File: src/rtl/ready_pkg.sv
// Shared types for the XT bus-ready / wait-state generator.
// State encoding and bus-cycle class used by ready_wait_gen.
package ready_pkg;

    typedef enum logic [1:0] {
        IDLE   = 2'd0,
        WAIT   = 2'd1,
        EXTEND = 2'd2,
        DONE   = 2'd3
    } ready_state_t;

    typedef enum logic {
        CYC_IO  = 1'b0,
        CYC_MEM = 1'b1
    } cyc_type_t;

    // Ready is presented to the bus whenever the machine is (or is about to be)
    // outside the wait/extend region.
    function automatic logic is_ready_state(input ready_state_t s);
        return (s == IDLE) || (s == DONE);
    endfunction

endpackage

File: src/rtl/ready_down_counter.sv
// Loadable down counter with saturation at zero.
// Load has priority over decrement; the value never wraps below zero.
module ready_down_counter #(
    parameter int W = 4
) (
    input  logic         clock,
    input  logic         reset,
    input  logic         load,
    input  logic [W-1:0] load_value,
    input  logic         dec,
    output logic [W-1:0] value,
    output logic         is_one,
    output logic         is_zero
);

    // Count register: load wins, decrement stops at zero.
    always_ff @(posedge clock or posedge reset) begin
        if (reset) begin
            value <= '0;
        end else if (load) begin
            value <= load_value;
        end else if (dec && (value != '0)) begin
            value <= value - W'(1);
        end else begin
            value <= value;
        end
    end

    assign is_one  = (value == W'(1));
    assign is_zero = (value == '0);

endmodule

File: src/rtl/ready_wait_gen.sv
// Bus-ready / wait-state generator for the XT chipset (8284 READY replacement).
// Inserts a programmable number of wait clocks per bus-cycle class (I/O or
// memory), stretches any cycle while io_channel_ready is low, and drives
// dma_ready (posedge) and processor_ready (negedge) ready lines.
// Optional feature macro: READY_TIMEOUT_EN bounds the channel-ready extension
// to TIMEOUT_CYCLES clocks and flags a forced completion on timeout_pulse.
module ready_wait_gen
    import ready_pkg::*;
#(
    parameter int WAIT_W         = 4,
    parameter int TIMEOUT_W      = 8,
    parameter int TIMEOUT_CYCLES = 255
) (
    input  logic              clock,
    input  logic              reset,
    input  logic [WAIT_W-1:0] io_wait_cfg,
    input  logic [WAIT_W-1:0] mem_wait_cfg,
    input  logic              io_read_n,
    input  logic              io_write_n,
    input  logic              memory_read_n,
    input  logic              memory_write_n,
    input  logic              dma0_acknowledge_n,
    input  logic              address_enable_n,
    input  logic              io_channel_ready,
    input  logic              dma_wait_n,
    output logic              dma_ready,
    output logic              processor_ready,
    output logic              busy,
    output logic              timeout_pulse
);

    logic              io_cyc;
    logic              mem_cyc;
    logic              bus_state;
    logic              prev_bus_state;
    logic              start;
    cyc_type_t         cyc_type;
    logic [WAIT_W-1:0] start_cfg;

    ready_state_t      state;
    ready_state_t      next_state;
    logic              ready_int;

    logic              wait_load;
    logic [WAIT_W-1:0] wait_load_value;
    logic              wait_dec;
    logic [WAIT_W-1:0] wait_value;
    logic              wait_is_one;
    logic              wait_is_zero;
    logic              wait_expired;

    logic              timeout_fire;

    // Refresh (DMA ch0) and DMA-owned memory cycles never get wait states.
    assign io_cyc    = ~io_read_n | ~io_write_n;
    assign mem_cyc   = (~memory_read_n | ~memory_write_n) & dma0_acknowledge_n & address_enable_n;
    assign bus_state = io_cyc | mem_cyc;
    assign start     = bus_state & ~prev_bus_state;

    // I/O has priority when both classes are decoded at once.
    assign cyc_type  = io_cyc ? CYC_IO : CYC_MEM;
    assign start_cfg = (cyc_type == CYC_IO) ? io_wait_cfg : mem_wait_cfg;

    // A zero count in WAIT cannot normally happen; treat it as expired so the
    // machine can never stall there.
    assign wait_expired = wait_is_one | wait_is_zero;

    assign ready_int = is_ready_state(next_state);
    assign busy      = (state != IDLE);

    // Next-state decode; a falling bus_state always returns to IDLE.
    always_comb begin
        next_state = state;
        case (state)
            IDLE: begin
                if (start) begin
                    if (start_cfg != '0) begin
                        next_state = WAIT;
                    end else if (io_channel_ready) begin
                        next_state = DONE;
                    end else begin
                        next_state = EXTEND;
                    end
                end else begin
                    next_state = IDLE;
                end
            end
            WAIT: begin
                if (!bus_state) begin
                    next_state = IDLE;
                end else if (wait_expired) begin
                    next_state = io_channel_ready ? DONE : EXTEND;
                end else begin
                    next_state = WAIT;
                end
            end
            EXTEND: begin
                if (!bus_state) begin
                    next_state = IDLE;
                end else if (io_channel_ready || timeout_fire) begin
                    next_state = DONE;
                end else begin
                    next_state = EXTEND;
                end
            end
            DONE: begin
                if (!bus_state) begin
                    next_state = IDLE;
                end else begin
                    next_state = DONE;
                end
            end
            default: begin
                next_state = IDLE;
            end
        endcase
    end

    // Wait counter control: load at cycle start, clear when returning to IDLE,
    // otherwise count down while staying in WAIT.
    always_comb begin
        wait_load       = 1'b0;
        wait_load_value = '0;
        wait_dec        = 1'b0;
        if ((state == IDLE) && start) begin
            wait_load       = 1'b1;
            wait_load_value = start_cfg;
        end else if ((state != IDLE) && (next_state == IDLE)) begin
            wait_load       = 1'b1;
            wait_load_value = '0;
        end else if ((state == WAIT) && (next_state == WAIT)) begin
            wait_dec = 1'b1;
        end else begin
            wait_dec = 1'b0;
        end
    end

    ready_down_counter #(
        .W (WAIT_W)
    ) u_wait_counter (
        .clock      (clock),
        .reset      (reset),
        .load       (wait_load),
        .load_value (wait_load_value),
        .dec        (wait_dec),
        .value      (wait_value),
        .is_one     (wait_is_one),
        .is_zero    (wait_is_zero)
    );

`ifdef READY_TIMEOUT_EN
    localparam logic [TIMEOUT_W-1:0] TMO_LOAD = TIMEOUT_W'(TIMEOUT_CYCLES);

    logic                 tmo_load;
    logic [TIMEOUT_W-1:0] tmo_load_value;
    logic                 tmo_dec;
    logic [TIMEOUT_W-1:0] tmo_value;
    logic                 tmo_is_one;
    logic                 tmo_is_zero;

    // Forced completion on the last allowed EXTEND clock with the channel still low.
    assign timeout_fire = (state == EXTEND) & bus_state & ~io_channel_ready
                        & (tmo_is_one | tmo_is_zero);

    // Timeout counter control: re-armed on entry to EXTEND, cleared on exit.
    always_comb begin
        tmo_load       = 1'b0;
        tmo_load_value = '0;
        tmo_dec        = 1'b0;
        if ((state != EXTEND) && (next_state == EXTEND)) begin
            tmo_load       = 1'b1;
            tmo_load_value = TMO_LOAD;
        end else if ((state == EXTEND) && (next_state != EXTEND)) begin
            tmo_load       = 1'b1;
            tmo_load_value = '0;
        end else if (state == EXTEND) begin
            tmo_dec = 1'b1;
        end else begin
            tmo_dec = 1'b0;
        end
    end

    ready_down_counter #(
        .W (TIMEOUT_W)
    ) u_timeout_counter (
        .clock      (clock),
        .reset      (reset),
        .load       (tmo_load),
        .load_value (tmo_load_value),
        .dec        (tmo_dec),
        .value      (tmo_value),
        .is_one     (tmo_is_one),
        .is_zero    (tmo_is_zero)
    );
`else
    // Extension is unbounded in this build.
    assign timeout_fire = 1'b0;
`endif

    // Posedge state: FSM, bus-state history, dma_ready and the timeout flag.
    always_ff @(posedge clock or posedge reset) begin
        if (reset) begin
            state          <= IDLE;
            prev_bus_state <= 1'b1;
            dma_ready      <= 1'b0;
            timeout_pulse  <= 1'b0;
        end else begin
            state          <= next_state;
            prev_bus_state <= bus_state;
            dma_ready      <= ready_int;
            timeout_pulse  <= timeout_fire;
        end
    end

    // CPU ready is re-timed on the falling edge and gated by the arbiter.
    always_ff @(negedge clock or posedge reset) begin
        if (reset) begin
            processor_ready <= 1'b0;
        end else begin
            processor_ready <= dma_wait_n & dma_ready;
        end
    end

endmodule

File: config.mk
export PLATFORM = sky130hd
export DESIGN_NAME = ready_wait_gen
export DESIGN_NICKNAME = d
export VERILOG_FILES = /design/src/rtl/ready_pkg.sv /design/src/rtl/ready_down_counter.sv /design/src/rtl/ready_wait_gen.sv
export SDC_FILE = /design/constraint.sdc
export NUM_CORES = 1
export LEC_CHECK = 0
export CAP_MARGIN = 5
export CORE_UTILIZATION = 40
export DETAILED_ROUTE_END_ITERATION = 10
export PLACE_DENSITY_LB_ADDON = 0.2
export SYNTH_ARGS = -nofsm -noshare
export SYNTH_HDL_FRONTEND = slang
export SYNTH_HIERARCHICAL = 1
export SYNTH_SLANG_ARGS = --single-unit
File: constraint.sdc
create_clock -name clock -period 3.3 [get_ports clock]
set_input_delay 0.66 -clock clock [delete_from_list [all_inputs] [get_ports clock]]
set_output_delay 0.66 -clock clock [all_outputs]
set_load 0.02 [all_outputs]
# Yosys cells after proc, flatten, opt, wreduce, memory -nomap -nowiden
# Cells that the tools add are included.
classes:
  order_cmp: 0
  n_mul: 0
  muxes: 17
  shift: 0
  div_mod_pow: 0
  addsub: 1
  reduce_logical: 12
  n_eq_ne: 6
  bitwise_logic: 13
ops:
  columns: ["operator", "count"]
  rows:
  - ["2-to-1 mux 4 bit", 4]
  - ["2-to-1 mux 2 bit", 6]
  - ["one-hot mux 2 bit (4 select lines)", 1]
  - ["nonzero test 4 bit", 2]
  - ["== test 2 bit (second input constant)", 3]
  - ["2-to-1 mux 1 bit", 6]
  - ["inverter 1 bit", 5]
  - ["bitwise AND 1 bit", 4]
  - ["== test 2 x 1 -> 1 bit (second input constant)", 2]
  - ["== test 4 x 1 -> 1 bit (second input constant)", 1]
  - ["logical AND 1 bit", 4]
  - ["zero test 2 bit", 2]
  - ["zero test 4 bit", 1]
  - ["OR 1 bit", 4]
  - ["nonzero test 2 bit", 2]
  - ["subtractor 4 x 1 -> 4 bit (second input constant)", 1]
  - ["logical OR 1 bit", 1]
word_totals:
  latch_bits: 0
  ff_bits: 9
  rom_bits: 0
  output_inout_bits: 4
  ramBits: 0
  mem_count: 0

# Logic depth before layout (Yosys ltp)
# Gate-level depths: netlist (run 1).
depth:
  word_depth: 16
  mapped_depth: 14

# Hierarchy
# The synthesis (run 1) kept the hierarchy.
by_module_without_submodules:
  columns: ["mod", "seq_area_each_um2", "cells_each", "n_inst", "area_per_inst_um2"]
  rows:
  - ["ready_wait_gen", 126.4, 53, 1, 415.4]
  - ["ready_down_counter", 100.1, 31, 1, 274.0]

==> reports/metrics.yaml, run 1 <==
status: "finished clean"
vias_per_cell: 5.31
syn-instance-count: 84
yosysWarnings: 6
critPathTopFamily: "flip-flops"
power.leakage_uw: 0.000473
post-cts-setup-buffers: 0
design_area_sq_um: 1000
fin_skew_ns: 0.00837
startpoint_type: "flip-flop"
dieHeight_microns: 43.5
postCtsResizedCells: 1
layout-drive-gt1-share_pct: 19.8
routabilityCongestion: 0.765
drt-initial-drc-count: 9
cp.depth: 1
min_path_type: "primary input to async pin"
vias: 701
crit_type: "flip-flop to output pin"
finalPower_uw: 666
synth-main-ff-cell: "dfrtp_1"
switchingPower_uw: 272
cp-endpoint: "processor_ready"
timing.rr.end: "u_wait_counter/value[3]$_DFFE_PP0P_"
swShare_pct: 40.8
area_growth_pct: 45.7
synth_top_cell_area_share_pct: 25.4
maxCapViolations: 0
async_flop_share_pct: 100
grt_max_degree: 8
grt_pass1_vias: 690
cts_buffer_depth: 2
synth_edf_count: 0
root_buffer: "clkbuf_4"
synth_seq_cells: 9
antennaDiodeCount: 0
clkPwrFrac_pct: 12.7
syn-num-nets: 106
r2r.worst_path.cells: 14
hold_slack_ns: 0.613
grt_usage_pct: 20.1
fin_tns_setup_ns: 0
regToRegSetupSlack_ns: 0.16
ir_drop_mv: 0.357
arrival_ns: 2.59
cp.required_ns: 2.64
slowest_stage: "dfrtn_1"
slowest_delay_ns: 0.38
layout.cells.non_filler: 132
netlist_area_sq_um: 689
ant_nets: 0
crit_path_start: "processor_ready$_DFF_NP0_"
setup_viol: 0
clock_latency_ns: 0.27
finalHoldViolCount: 0
design.core.area_sq_um: 1560
pin_count: 22
worst-path-max-fanout: 1
r2r-start: "u_wait_counter/value[0]$_DFFE_PP0P_"
die_w_microns: 43.5
synth_top_cell_by_area: "dfrtp_1"
worstPathCellList: "clkdlybuf4s15_1"
h-tree-depth: 1
place_area_sq_um: 970
dp_cells: 128
yosysSeqAreaShare_pct: 32.8
p_comb_share_pct: 57.4
clkSinkCount: 9
num_rows: 14
overflow: 0
path_buf_inv: 1
antenna_found_initial: 0
die_area_sq_um: 1890
synth.top_cells.by_area: "dfrtp_1, nand2_1, ha_1, a21oi_1, inv_1"
postCtsHoldBufs: 0
clkTransAtPathRegs_ns: 0.06
p_int_uw: 394
initial_core_util_pct: 44.2
power.share.sequential_pct: 29.9
tritoncts: "done"
drtPass1Iterations: 4
grt_first_pass_wirelength_mm: 2.80
p_per_area_nw_per_um2: 663
final_max_slew_viol_count: 0
cp-end-kind: "output pin"
port_buffers: 20
fin_nets: 139
drc: 0
synth.distinct_cells: 33
post_synth.cell_area_avg_sq_um: 8.21
cts_buffers: 3
dp_hpwl_mm: 1.36
wirelength_mm: 1.61
wl_per_cell_microns: 12.2
## final cells by class
class | count | area, sq um
inverters | 10 | 37.5
flip-flops and latches | 9 | 226
clock buffers | 4 | 26.3
well taps | 16 | 20.0
repair buffers | 29 | 268
multi-input cells | 64 | 427
fillers | 139 | 554
## registers in the layout (all words and copies together) (netlist names)
| register | flops |
|---|---|
| processor_ready | 1 |
| dma_ready | 1 |
| u_wait_counter/value | 4 |
| state | 2 |
| prev_bus_state | 1 |
## worst min path at each step
| stage | cells past startpoint | slack [ns] | end |
|---|---|---|---|
| after floorplan | 1 | 0.43 | u_wait_counter/value[0]$_DFFE_PP0P_ |
| after global placement | 2 | 0.60 | u_wait_counter/value[1]$_DFFE_PP0P_ |
| after detailed placement | 2 | 0.60 | u_wait_counter/value[1]$_DFFE_PP0P_ |
| after CTS | 2 | 0.61 | u_wait_counter/value[1]$_DFFE_PP0P_ |
| after global routing | 2 | 0.64 | u_wait_counter/value[1]$_DFFE_PP0P_ |
| final | 2 | 0.61 | u_wait_counter/value[0]$_DFFE_PP0P_ |
## stage by stage
step	setup slack [ns]	utilization (%)
4_1_cts	0.0132	63.8
3_5_place_dp	-0.0151	62.2
6_report	0.0505	64.4
5_1_grt	-0.000834	64.4
3_3_place_gp	0.00261	62.2
2_1_floorplan	0.0597	-
## routing by layer
| layer | vias to the layer above | track usage [%] | wire length [microns] |
|---|---|---|---|
| met5 | - | 0 | 0 |
| li1 | 356 | - | - |
| met2 | 15 | 36.4 | 826 |
| met4 | 0 | 8.13 | 23 |
| met1 | 326 | 21.9 | 717 |
| met3 | 4 | 5.83 | 43 |
## cell usage after synthesis, types with 2 or more instances
master   number
a21o_1        3
a21oi_1       9
a31oi_1       2
dfrtp_1       7
ha_1          4
inv_1         9
nand2_1      15
nand3_1       2
nor2_1        5
nor3_1        2
nor3b_1       2
o21ai_1       3
## cell families after synthesis
logic type               share of synthesized area [%]
adder cells (fa/ha/maj)                           7.26
AND/OR/NAND/NOR                                   31.2
buffers and inverters                             6.53
flip-flops                                        32.8
AO/OA/AOI/OAI                                     21.6
other                                            0.544
## placed cells by master, fill, tap and decap left out, types with 3 or more instances in the layout
cell type,n
clkdlybuf4s50_1,19
nand2_1,15
inv_1,9
buf_4,9
a21oi_1,8
dfrtp_1,7
nor2_1,5
ha_1,4
a21o_1,3
clkbuf_4,3
o21ai_1,3
## power groups by stage
stage	clock network [uW]	logic [uW]	registers, uW
after global routing	91.8	429	207
after global placement	0	366	197
after CTS	86.9	376	199
final	84.7	382	199
after floorplan	0	232	202
after detailed placement	0	377	202
Power figures use the tool's default switching activity.
==> run 2, diff against run 1 <==
CELL_PAD_IN_SITES_DETAIL_PLACEMENT = 2   (was unset)
CELL_PAD_IN_SITES_GLOBAL_PLACEMENT = 2   (was unset)
CORE_ASPECT_RATIO = 0.5   (was unset)
CORE_UTILIZATION = 22   (was 40)
MAX_ROUTING_LAYER = met4   (was unset)
==> run 2 against run 1 <==
Flip-flop and latch count unchanged. Worst setup slack worse by 0.0070 ns. Register-to-register slack better by 0.11 ns. Cell count up 18%. Utilization down 25 points. Clock power up 57%. Wire length up 50%. Die area up 78%. Via count up 1.6%. Sequential power up 4%.
==> reports/metrics.yaml, run 2 (synthesis results as in run 1) <==
dp_cells: 147
most-common-layout-cells: "clkdlybuf4s50_1, nand2_1, buf_4, inv_1, a21oi_1"
ant_nets: 0
grt_max_degree: 8
routabilityCongestion: 0.835
dieHeight_microns: 41.6
max_freq_ghz: 0.309
cts_buffers: 3
area_growth_pct: 61.2
grt_pass1_vias: 766
final_common_cell: "clkdlybuf4s50_1"
top_regs: "u_wait_counter/value (4), state (2)"
dp_hpwl_mm: 1.91
startpoint_type: "flip-flop"
grt_first_pass_wirelength_mm: 3.93
initial_core_util_pct: 24.8
met2_usage_pct: 26.6
min_from: "u_wait_counter/value[0]$_DFFE_PP0P_"
drtPass1Iterations: 3
clock_latency_ns: 0.25
crit_type: "flip-flop to output pin"
design.core.area_sq_um: 2780
post-place-ws_ns: -0.243
timing.rr.end: "u_wait_counter/value[3]$_DFFE_PP0P_"
layout-drive-gt1-share_pct: 24.4
fin_tns_setup_ns: 0
vias: 712
port_buffers: 20
worst-path-max-fanout: 1
whs_path_depth: 3
antenna_found_initial: 0
maxCapViolations: 0
num_rows: 13
clkSinkCount: 9
die_w_microns: 81.2
fin_skew_ns: 0.0203
power.leakage_uw: 0.000528
slowest_stage: "dfrtn_1"
vias_per_cell: 4.56
final_max_slew_viol_count: 0
pin_count: 22
top_register: "u_wait_counter/value"
regToRegSetupSlack_ns: 0.27
cp.depth: 1
path_buf_inv: 1
worstPathCellList: "clkdlybuf4s15_1"
fin_ws_ns: 0.0436
die_area_sq_um: 3380
ir_drop_mv: 0.258
postCtsHoldBufs: 0
grt-busiest-layer: "met2"
setup_viol: 0
root_buffer: "clkbuf_8"
place_area_sq_um: 981
met3_usage_pct: 4.62
arrival_ns: 2.60
tritoncts: "done"
cts_buffer_depth: 2
critPathTopFamily: "flip-flops"
fin_nets: 142
r2r-start: "u_wait_counter/value[1]$_DFFE_PP0P_"
fin_crit_ns: 3.26
antennaDiodeCount: 0
finalPower_uw: 787
design_area_sq_um: 1110
status: "finished clean"
finalHoldViolCount: 0
wirelength_mm: 2.42
period_share_pct: 98.7
whs_endpoint: "u_wait_counter/value[0]$_DFFE_PP0P_"
drc: 0
layout.cells.non_filler: 156
overflow: 0
p_per_area_nw_per_um2: 708
grt_usage_pct: 16.6
slowest_delay_ns: 0.40
wl_per_cell_microns: 15.5
use_met1_pct: 20.7
min_path_type: "flip-flop to flip-flop"
drt-initial-drc-count: 16
largest_reg_flops: 4
cp-end-kind: "output pin"
clkTransAtPathRegs_ns: 0.05
cp.required_ns: 2.64
h-tree-depth: 1
r2r.worst_path.cells: 14
==> run 2: area by class of cell <==
type	count	area, sq um
fillers	301	1670
multi-input cells	64	458
repair buffers	32	298
flip-flops and latches	9	226
well taps	37	46.3
clock buffers	4	45.0
inverters	10	37.5
==> run 2: stage by stage <==
step / hold slack, ns / utilization, %
global route: 0.634 / 39.9
CTS: 0.604 / 38.2
detailed placement: 0.636 / 35.3
floorplan: 0.426 / -
global placement: 0.589 / 35.3
finish: 0.599 / 39.9
==> run 2: worst reg2reg max path: cells and delay by family (launching register included) <==
| kind | cells | cell delay [ns] |
|---|---|---|
| compound gates | 3 | 0.64 |
| buf+inv | 3 | 0.32 |
| flops | 1 | 0.36 |
| simple gates | 6 | 1.18 |
| fa+ha+maj | 2 | 0.41 |
==> run 2: metal layers <==
metal | wire (microns) | vias up
li1 | - | 359
met1 | 1120 | 345
met2 | 1240 | 6
met3 | 46 | 2
met4 | 12 | 0
met5 | 0 | -
==> run 2: worst max path at each step <==
stage / startpoint / endpoint / slack (ns)
6_report: processor_ready$_DFF_NP0_ / processor_ready / 0.04
5_1_grt: mem_wait_cfg[0] / u_wait_counter/value[3]$_DFFE_PP0P_ / -0.02
4_1_cts: processor_ready$_DFF_NP0_ / processor_ready / 0.02
3_5_place_dp: io_read_n / u_wait_counter/value[3]$_DFFE_PP0P_ / -0.24
3_3_place_gp: io_read_n / u_wait_counter/value[3]$_DFFE_PP0P_ / 0.005
2_1_floorplan: u_wait_counter/value[0]$_DFFE_PP0P_ / u_wait_counter/value[3]$_DFFE_PP0P_ / 0.06
==> run 2: power by group <==
group / switching (uW) / internal [uW] / total [uW] / leakage (uW)
sequential: 53.6 / 153 / 207 / 0.000111
combinational: 222 / 226 / 448 / 0.000395
clock: 48.2 / 84.6 / 133 / 0.0000228
==> run 2: timing repair <==
item                                    in CTS  in global routing
endpoints found under the setup margin       3                  2
gates resized for setup                      6                  7
hold endpoints to repair                     0                  0
setup buffers                                2                  3
pin swaps                                    1                  5
==> run 3, diff against run 2 <==
ABC_AREA = 1   (was unset)
CORE_UTILIZATION = 21   (was 22)
CTS_CLUSTER_SIZE = 25   (was unset)
==> run 3 against run 2 <==
Area after synthesis is 4.9% higher. Worst setup slack better by 0.0040 ns. Combinational power is 4.7% lower. Clock power is 6% lower. Register-to-register slack better by 0.42 ns. Worst hold slack worse by 0.042 ns.
==> reports/metrics.yaml, run 3 <==
most-common-layout-cells: "nand2_1, clkdlybuf4s50_1, inv_1, nand3_1, dfrtp_1"
synth_top_cell_by_area: "dfrtp_1"
n_fill_cell: 383
status: "finished clean"
slowest_delay_ns: 0.37
fin_ws_ns: 0.0475
ir_drop_mv: 0.191
async_flop_share_pct: 100
routabilityCongestion: 0.696
post-place-ws_ns: 0.0281
post_synth.cell_area_avg_sq_um: 6.46
arrival_ns: 2.59
min_path_type: "flip-flop to flip-flop"
drc: 0
final_common_cell: "nand2_1"
cts_buffers: 3
vias: 754
cp.required_ns: 2.64
power.leakage_uw: 0.000533
yosysMostFrequentCell: "nand2_1"
wl_per_cell_microns: 11.5
synth.distinct_cells: 19
top_register: "u_wait_counter/value"
overflow: 0
maxCapViolations: 0
initial_core_util_pct: 23.1
r2r.worst_path.cells: 18
area_growth_pct: 39.6
fin_nets: 158
synth_edf_count: 0
dp_cells: 171
clkTransAtPathRegs_ns: 0.04
synth_common_cells: "nand2_1, inv_1, nand3_1"
top_regs: "u_wait_counter/value (4), state (2)"
yosysSeqAreaShare_pct: 31.3
port_buffers: 20
final_max_slew_viol_count: 0
finalHoldViolCount: 0
min_from: "u_wait_counter/value[1]$_DFFE_PP0P_"
critPathTopFamily: "flip-flops"
die_area_sq_um: 3700
whs_endpoint: "u_wait_counter/value[1]$_DFFE_PP0P_"
pin_count: 22
tritoncts: "done"
regToRegSetupSlack_ns: 0.69
dp_hpwl_mm: 1.68
layout-drive-gt1-share_pct: 11.1
grt_max_degree: 10
slowest_stage: "dfrtn_1"
r2r-start: "u_wait_counter/value[0]$_DFFE_PP0P_"
antenna_found_initial: 0
drt-initial-drc-count: 9
syn-num-nets: 134
worst-path-max-fanout: 1
dieHeight_microns: 43.5
p_per_area_nw_per_um2: 741
ant_nets: 0
clock_latency_ns: 0.25
startpoint_type: "flip-flop"
wirelength_mm: 2.01
finalPower_uw: 748
synth-main-ff-cell: "dfrtp_1"
yosysWarnings: 6
root_buffer: "clkbuf_8"
synth.top_cells.by_area: "dfrtp_1, nand2_1, inv_1, ha_1, nand3_1"
path_buf_inv: 1
cts_buffer_depth: 2
num_rows: 14
antennaDiodeCount: 0
die_w_microns: 85.0
fin_skew_ns: 0.0170
netlist_area_sq_um: 723
largest_reg_flops: 4
whs_path_depth: 2
setup_viol: 0
cp-end-kind: "output pin"
crit_type: "flip-flop to output pin"
timing.rr.end: "u_wait_counter/value[1]$_DFFE_PP0P_"
grt_usage_pct: 13.0
design.core.area_sq_um: 3140
syn-instance-count: 112
drtPass1Iterations: 4
h-tree-depth: 1
cp.depth: 1
clkSinkCount: 9
grt_first_pass_wirelength_mm: 3.56
layout.cells.non_filler: 175
synth_seq_cells: 9
grt_pass1_vias: 791
fin_tns_setup_ns: 0
rsz0062_at_grt: "false"
synth_top_cell_area_share_pct: 24.2
worstPathCellList: "dlygate4sd2_1"
vias_per_cell: 4.31
[run 3: changes by cell type after synthesis, moves of 2 or more]
cell | previous run | this run
a21o_1 | 3 | 0
a21oi_1 | 9 | 5
a31oi_1 | 2 | 0
inv_1 | 9 | 17
inv_2 | 0 | 2
nand2_1 | 15 | 42
nand2_2 | 1 | 4
nand3_1 | 2 | 10
nor2_2 | 0 | 3
nor3_1 | 2 | 0
o21ai_0 | 0 | 4
o21ai_1 | 3 | 0
[run 3: cell type report]
| type | instances | area (sq um) | share of cell area, % |
|---|---|---|---|
| Clock buffer | 4 | 45.0 | 4.46 |
| Inverter | 19 | 71.3 | 7.06 |
| Multi-Input combinational cell | 83 | 418 | 41.4 |
| Sequential cell | 9 | 226 | 22.4 |
| Tap cell | 40 | 50.0 | 4.96 |
| Timing Repair Buffer | 20 | 199 | 19.7 |
[run 3: stage by stage]
stage / hold WS [ns] / utilization [%] / instance area [sq um]
2_1_floorplan: 0.426 / - / 723
3_3_place_gp: 0.533 / 30.8 / 966
4_1_cts: 0.558 / 32.2 / 1010
3_5_place_dp: 0.547 / 30.8 / 966
6_report: 0.557 / 32.2 / 1010
5_1_grt: 0.579 / 32.2 / 1010
[run 3: logic make-up after synthesis]
logic type               count (synthesis)  share of synthesized area, %
AND/OR/NAND/NOR                         68                          42.9
buffers and inverters                   20                          10.9
AO/OA/AOI/OAI                           10                          7.44
flip-flops                               9                          31.3
adder cells (fa/ha/maj)                  4                          6.92
other                                    1                         0.519
[run 3: worst max-delay path by stage]
stage	slack [ns]	to	from
floorplan	0.52	processor_ready	processor_ready$_DFF_NP0_
global placement	0.04	processor_ready	processor_ready$_DFF_NP0_
detailed placement	0.03	processor_ready	processor_ready$_DFF_NP0_
CTS	0.04	processor_ready	processor_ready$_DFF_NP0_
global route	0.01	processor_ready	processor_ready$_DFF_NP0_
finish	0.05	processor_ready	processor_ready$_DFF_NP0_
[run 3: power breakdown]
group | leakage (uW) | switching [uW] | internal, uW
Clock | 0.0000228 | 40.9 | 83.9
Combinational | 0.000401 | 266 | 161
Sequential | 0.000110 | 38.5 | 157
Total | 0.000533 | 345 | 402
[run 3: timing repair]
action / in CTS / in global routing
endpoints found under the setup margin: 1 / 0
resized for setup: 1 / 0
setup buffers: 0 / 0
hold buffers: 0 / 0
[run 3: per-layer routing]
metal / vias up / routed length, microns / track usage [%] / part of all wire (%)
met1: 351 / 1070 / 16.7 / 53
li1: 388 / - / - / -
met3: 2 / 48 / 2.86 / 2.4
met5: - / 0 / - / 0
met2: 13 / 874 / 20.8 / 44
met4: 0 / 15 / 4.07 / 0.75
